### config.mk
export PLATFORM = sky130hd
export DESIGN_NAME = main_mem_arbiter
export DESIGN_NICKNAME = d
export VERILOG_FILES = /design/src/rtl/main_mem_arbiter_pkg.sv /design/src/rtl/main_mem_arbiter_timeout_counter.sv /design/src/rtl/main_mem_arbiter.sv
export SDC_FILE = /design/constraint.sdc
export NUM_CORES = 1
export LEC_CHECK = 0
export CAP_MARGIN = 20
export CORE_AREA = 5 5 285 287
export CTS_CLUSTER_SIZE = 10
export DETAILED_ROUTE_END_ITERATION = 7
export DIE_AREA = 0 0 290 292
export DONT_BUFFER_PORTS = 1
export PLACE_DENSITY = 0.3
export SLEW_MARGIN = 20
export SYNTH_ARGS = -nofsm -noshare
export SYNTH_HDL_FRONTEND = slang
export SYNTH_HIERARCHICAL = 1
export SYNTH_SLANG_ARGS = --single-unit
### constraint.sdc
create_clock -name CLK -period 2.1 [get_ports CLK]
set_input_delay 0.105 -clock CLK [delete_from_list [all_inputs] [get_ports CLK]]
set_output_delay 0.105 -clock CLK [all_outputs]
set_load 0.01 [all_outputs]
### src/rtl/main_mem_arbiter_pkg.sv
// Shared encodings for the main-memory arbiter: FSM states, grant ids and
// the sizing helper for the watchdog counter.
package main_mem_arbiter_pkg;

  typedef enum logic [1:0] {
    ARB_IDLE  = 2'd0,
    ARB_I_ACC = 2'd1,
    ARB_D_ACC = 2'd2
  } arb_state_e;

  typedef enum logic {
    GNT_I = 1'b0,
    GNT_D = 1'b1
  } arb_grant_e;

  // Bits needed to hold 0..max_val inclusive.
  function automatic int unsigned cnt_bits(input int unsigned max_val);
    return (max_val < 2) ? 1 : $clog2(max_val + 1);
  endfunction

  // D side wins when it is the only requester, or on a tie when I had the last grant.
  function automatic logic pick_d(input logic i_req, input logic d_req,
                                  input arb_grant_e last);
    return d_req && (!i_req || last == GNT_I);
  endfunction

endpackage

### src/rtl/main_mem_arbiter_timeout_counter.sv
// Saturating busy-cycle counter with a sticky expiry flag; cleared per
// transaction by the arbiter, flag cleared only by RESET.
module arb_timeout_counter
  import main_mem_arbiter_pkg::*;
#(
  parameter int TIMEOUT = 255
) (
  input  logic CLK,
  input  logic RESET,
  input  logic en,
  input  logic clr,
  output logic expired
);

  localparam int CNT_W = cnt_bits(TIMEOUT);
  localparam logic [CNT_W-1:0] CNT_MAX = CNT_W'(TIMEOUT);

  logic [CNT_W-1:0] count;

  always_ff @(posedge CLK) begin
    if (RESET) begin
      count   <= '0;
      expired <= 1'b0;
    end else begin
      if (clr)
        count <= '0;
      else if (en && count != CNT_MAX)
        count <= count + 1'b1;
      // The flag rises on the same edge the count reaches CNT_MAX.
      if (en && count >= CNT_MAX - 1'b1)
        expired <= 1'b1;
    end
  end

endmodule

### src/rtl/main_mem_arbiter.sv
// Round-robin arbiter sharing one main-memory port between the I-cache
// (block reads) and the D-cache (block reads and write-backs).
module main_mem_arbiter
  import main_mem_arbiter_pkg::*;
#(
  parameter int BLOCK_W = 128,
  parameter int BADDR_W = 28,
  parameter int TIMEOUT = 255
) (
  input  logic               CLK,
  input  logic               RESET,
  input  logic               I_READ,
  input  logic [BADDR_W-1:0] I_ADDR,
  output logic [BLOCK_W-1:0] I_READDATA,
  output logic               I_BUSYWAIT,
  input  logic               D_READ,
  input  logic               D_WRITE,
  input  logic [BADDR_W-1:0] D_ADDR,
  input  logic [BLOCK_W-1:0] D_WRITEDATA,
  output logic [BLOCK_W-1:0] D_READDATA,
  output logic               D_BUSYWAIT,
  output logic               MEM_READ,
  output logic               MEM_WRITE,
  output logic [BADDR_W-1:0] MEM_ADDR,
  output logic [BLOCK_W-1:0] MEM_WRITEDATA,
  input  logic [BLOCK_W-1:0] MEM_READDATA,
  input  logic               MEM_BUSYWAIT,
  output logic               ERROR
);

  arb_state_e         state, state_nxt;
  arb_grant_e         last_grant, last_grant_nxt;
  logic               launched, launched_nxt;
  logic               mem_read_nxt, mem_write_nxt;
  logic [BADDR_W-1:0] mem_addr_nxt;
  logic [BLOCK_W-1:0] mem_wdata_nxt;
  logic               i_req, d_req, done, grant, tmo_en;

  assign i_req  = I_READ;
  assign d_req  = D_READ | D_WRITE;
  // launched masks the stale MEM_BUSYWAIT seen in the cycle right after the grant.
  assign done   = launched & ~MEM_BUSYWAIT;
  assign tmo_en = (state != ARB_IDLE) & MEM_BUSYWAIT;

  assign I_BUSYWAIT = i_req & ~((state == ARB_I_ACC) & done);
  assign D_BUSYWAIT = d_req & ~((state == ARB_D_ACC) & done);
  assign I_READDATA = MEM_READDATA;
  assign D_READDATA = MEM_READDATA;

  always_ff @(posedge CLK) begin
    if (RESET) begin
      state         <= ARB_IDLE;
      last_grant    <= GNT_D;
      launched      <= 1'b0;
      MEM_READ      <= 1'b0;
      MEM_WRITE     <= 1'b0;
      MEM_ADDR      <= '0;
      MEM_WRITEDATA <= '0;
    end else begin
      state         <= state_nxt;
      last_grant    <= last_grant_nxt;
      launched      <= launched_nxt;
      MEM_READ      <= mem_read_nxt;
      MEM_WRITE     <= mem_write_nxt;
      MEM_ADDR      <= mem_addr_nxt;
      MEM_WRITEDATA <= mem_wdata_nxt;
    end
  end

  always_comb begin
    state_nxt      = state;
    last_grant_nxt = last_grant;
    launched_nxt   = launched;
    mem_read_nxt   = MEM_READ;
    mem_write_nxt  = MEM_WRITE;
    mem_addr_nxt   = MEM_ADDR;
    mem_wdata_nxt  = MEM_WRITEDATA;
    grant          = 1'b0;

    case (state)
      ARB_IDLE: begin
        if (i_req || d_req) begin
          grant = 1'b1;
          if (pick_d(i_req, d_req, last_grant)) begin
            state_nxt      = ARB_D_ACC;
            last_grant_nxt = GNT_D;
            // A simultaneous read and write-back performs only the write.
            mem_write_nxt  = D_WRITE;
            mem_read_nxt   = ~D_WRITE;
            mem_addr_nxt   = D_ADDR;
            mem_wdata_nxt  = D_WRITEDATA;
          end else begin
            state_nxt      = ARB_I_ACC;
            last_grant_nxt = GNT_I;
            mem_read_nxt   = 1'b1;
            mem_write_nxt  = 1'b0;
            mem_addr_nxt   = I_ADDR;
          end
        end
      end
      ARB_I_ACC, ARB_D_ACC: begin
        if (done) begin
          state_nxt     = ARB_IDLE;
          launched_nxt  = 1'b0;
          mem_read_nxt  = 1'b0;
          mem_write_nxt = 1'b0;
        end else begin
          launched_nxt  = 1'b1;
        end
      end
      default: state_nxt = ARB_IDLE;
    endcase
  end

  arb_timeout_counter #(.TIMEOUT(TIMEOUT)) u_timeout (
    .CLK     (CLK),
    .RESET   (RESET),
    .en      (tmo_en),
    .clr     (grant),
    .expired (ERROR)
  );

endmodule

==> metrics.csv <==
metric,value,unit
routedWlPerCell,14.52,µm
buffer_ports.inserted,0,
synth_fa_ha_area_frac,0.007506,
antenna_found_initial,1,
yosysUniqueCellTypes,35,
grt_pass1_vias,6120,
ys_seq_area_frac,0.4107,
die_w,290,µm
hpwl,20700,µm
crit_start,state[0],
peakVddDrop,0.5745,mV
crit-reg2reg-launch,state[0],
synthCells,1067,
swShare,0.3861,
setup-tns-final,0,ns
yosys.area_share.simple,0.1833,
grt_overflow,0,
yosysWarnings,6,
synth_area,8334,µm²
synth_common_cells,"nand2_1 (322), buf_4 (267), dfxtp_1 (171), a21oi_1 (133), nor2_1 (36)",
cts_tree,done,
cts_inserted_buffers,17,
synth_compound_area_frac,0.1237,
finalHoldWorstSlack,-0.2862,ns
coreArea,78360,µm²
chipHeight,292,µm
first_iter_violations,228,
hp-class,input port to register,
cp.required,2.52,ns
crit_arrival,2.47,ns
fp-row-count,103,
slowest_delay,0.58,ns
setup_viol,0,
critPathMaxFanout,19,
cts_buffer_depth,2,
synth_xor_area_frac,0,
violations,hold timing,
seqPwrFrac,0.429,
die_area,84680,µm²
synth_top_family_by_area,buffers and inverters,
drv_cap,0,
grt_pass1_wl,40980,µm
synth_top_area_frac,0.4107,
synth.most_common_cell,nand2_1,
reg2reg_slack,0.06,ns
ys.flop_type,dfxtp_1,
grt_max_degree,169,
critical_path.cell_chain,inv_1 > ha_4 > nand2_4 > buf_4 > nand2_1 > a21oi_1 > dlygate4sd3_1,
synth_edf_count,0,
dr.pass1.iters,4,
insertion_delay,0.48,ns
cts.reportedPaths.clkPinSlew,0.08,ns
cp.depth,7,
dpl-instance-area,7596,µm²
wirelength,28830,µm
synthTopCellsByArea,"dfxtp_1 (41%), buf_4 (24%), nand2_1 (15%), a21oi_1 (8.0%), a311oi_1 (2.9%)",
synth_seq_cells,171,
layout.nets,1245,
start_kind,register,
status,"complete, but fails checks",
synthesis.nets,1390,
max-slew-margin-rel,0.4920,
area_growth,15.85,%
p_sw,4.453,mW
worstMarginPinSlew,0.7591,ns
hold_start,RESET,
crit_end,MEM_WRITEDATA[21],
crit_family,buffers and inverters,
synthArstFlopShare,0,
power.density,1194,nW/µm²
path_class,register to register,
r2r-end,MEM_WRITEDATA[21],
p_int,7.080,mW
reg2reg_depth,7,
via_per_inst,3.103,
cts.sinks,171,
synthMuxAreaShare,0.007206,
ant_nets,0,
instances_no_fill,1986,
avgSynthCellArea,7.811,µm²
drc,0,
max_freq,0.4896,GHz
root_buffer,clkbuf_16,
p_leak,3.341,nW
pwr-share-comb,0.271,
yosysTopAreaCell,dfxtp_1,
final_area,9656,µm²
skew,0.008440,ns
drive_above_1_share,0.05561,
p_clk_frac,0.299,
dp.cells,1811,
pin_count,735,
hold_viol,146,
vias,6163,
crit_path_end_kind,register,
period_share,0.9726,
start_util,0.1064,
crit_slowest_cell,dlygate4sd3_1,
slew_violations,0,
htreeDepth,4,
place_congestion,0.7020,
cp_num_buf_inv,3,
power,11.53,mW
track_usage,0.06475,
min_period,2.042,ns
==> power by group through the flow <==
| stage | registers [mW] | clock network, mW | logic [mW] |
|---|---|---|---|
| after CTS | 5.00 | 3.67 | 3.01 |
| after global placement | 5.08 | 0 | 2.66 |
| after global routing | 5.04 | 3.76 | 3.55 |
| after floorplan | 4.76 | 0 | 2.59 |
| final | 4.95 | 3.45 | 3.13 |
| after detailed placement | 5.07 | 0 | 2.74 |
==> cells in the final DEF, fill, tap and decap left out, types with 5 or more instances in the layout <==
master | synthesis | final
nor2_1 | 36 | 36
buf_4 | 267 | 5
inv_6 | 0 | 5
mux2i_1 | 6 | 6
a21oi_1 | 133 | 133
dlygate4sd3_1 | 0 | 140
nand2_1 | 322 | 321
dfxtp_1 | 171 | 171
clkbuf_16 | 0 | 17
buf_12 | 0 | 6
inv_1 | 6 | 6
a311oi_1 | 28 | 28
==> final cells by class <==
| class | count | area [µm²] |
|---|---|---|
| inverters | 6 | 22.52 |
| diodes | 1 | 2.502 |
| clock buffers | 17 | 425.4 |
| fillers | 9140 | 68700 |
| well taps | 1050 | 1314 |
| clock inverters | 15 | 182.7 |
| flip-flops and latches | 171 | 3423 |
| repair buffers | 151 | 1559 |
| multi-input cells | 575 | 2726 |
==> metrics by stage <==
step	setup WS [ns]	util
after floorplan	0.5064	-
after global placement	0.2717	0.09685
after detailed placement	0.2527	0.09694
after CTS	0.02962	0.1191
after global routing	-0.06303	0.1232
final	0.05763	0.1232
==> flip-flops by register name (all words and copies together) (netlist names) <==
signal / flops
state: 2
launched: 1
u_timeout/count: 8
u_timeout/expired: 1
MEM_WRITEDATA: 128
last_grant: 1
MEM_ADDR: 28
MEM_WRITE: 1
MEM_READ: 1
==> timing repair <==
item | CTS | global route
endpoints found under the setup margin | 0 | 19
hold endpoints to repair | 171 | 150
gates resized for setup | 0 | 4
hold buffers | 113 | 27
setup buffers | 0 | 2
==> metal layers <==
| layer | GRT usage | routed length [µm] | up-vias |
|---|---|---|---|
| met5 | 0 | 0 | - |
| met4 | 0.05245 | 1817 | 0 |
| met3 | 0.03521 | 3004 | 127 |
| met2 | 0.1027 | 13890 | 290 |
| met1 | 0.06246 | 10120 | 2848 |
| li1 | - | - | 2898 |
==> worst register-to-register path, stage by stage (launching register included) <==
cell and delay [ns]:
dfxtp_1 0.34, inv_1 0.10, ha_4 0.21, nand2_4 0.30
buf_4 0.26, nand2_1 0.05, a21oi_1 0.16, dlygate4sd3_1 0.58
==> worst min-delay path by stage <==
stage,end,cells past startpoint,slack [ns]
finish,MEM_ADDR[19],1,-0.29
global route,MEM_ADDR[19],1,-0.33
CTS,MEM_ADDR[24],1,-0.37
detailed placement,MEM_ADDR[24],1,0.20
global placement,u_timeout/expired,1,0.19
floorplan,u_timeout/expired,1,0.17
==> cells by family after synthesis <==
group / Yosys count
AOI/OAI and AO/OA: 177
adders and majority gates: 5
buffers and inverters: 321
DFF: 171
muxes: 6
and+or+nand+nor: 387
No activity file was read; power rests on OpenSTA's default activity.
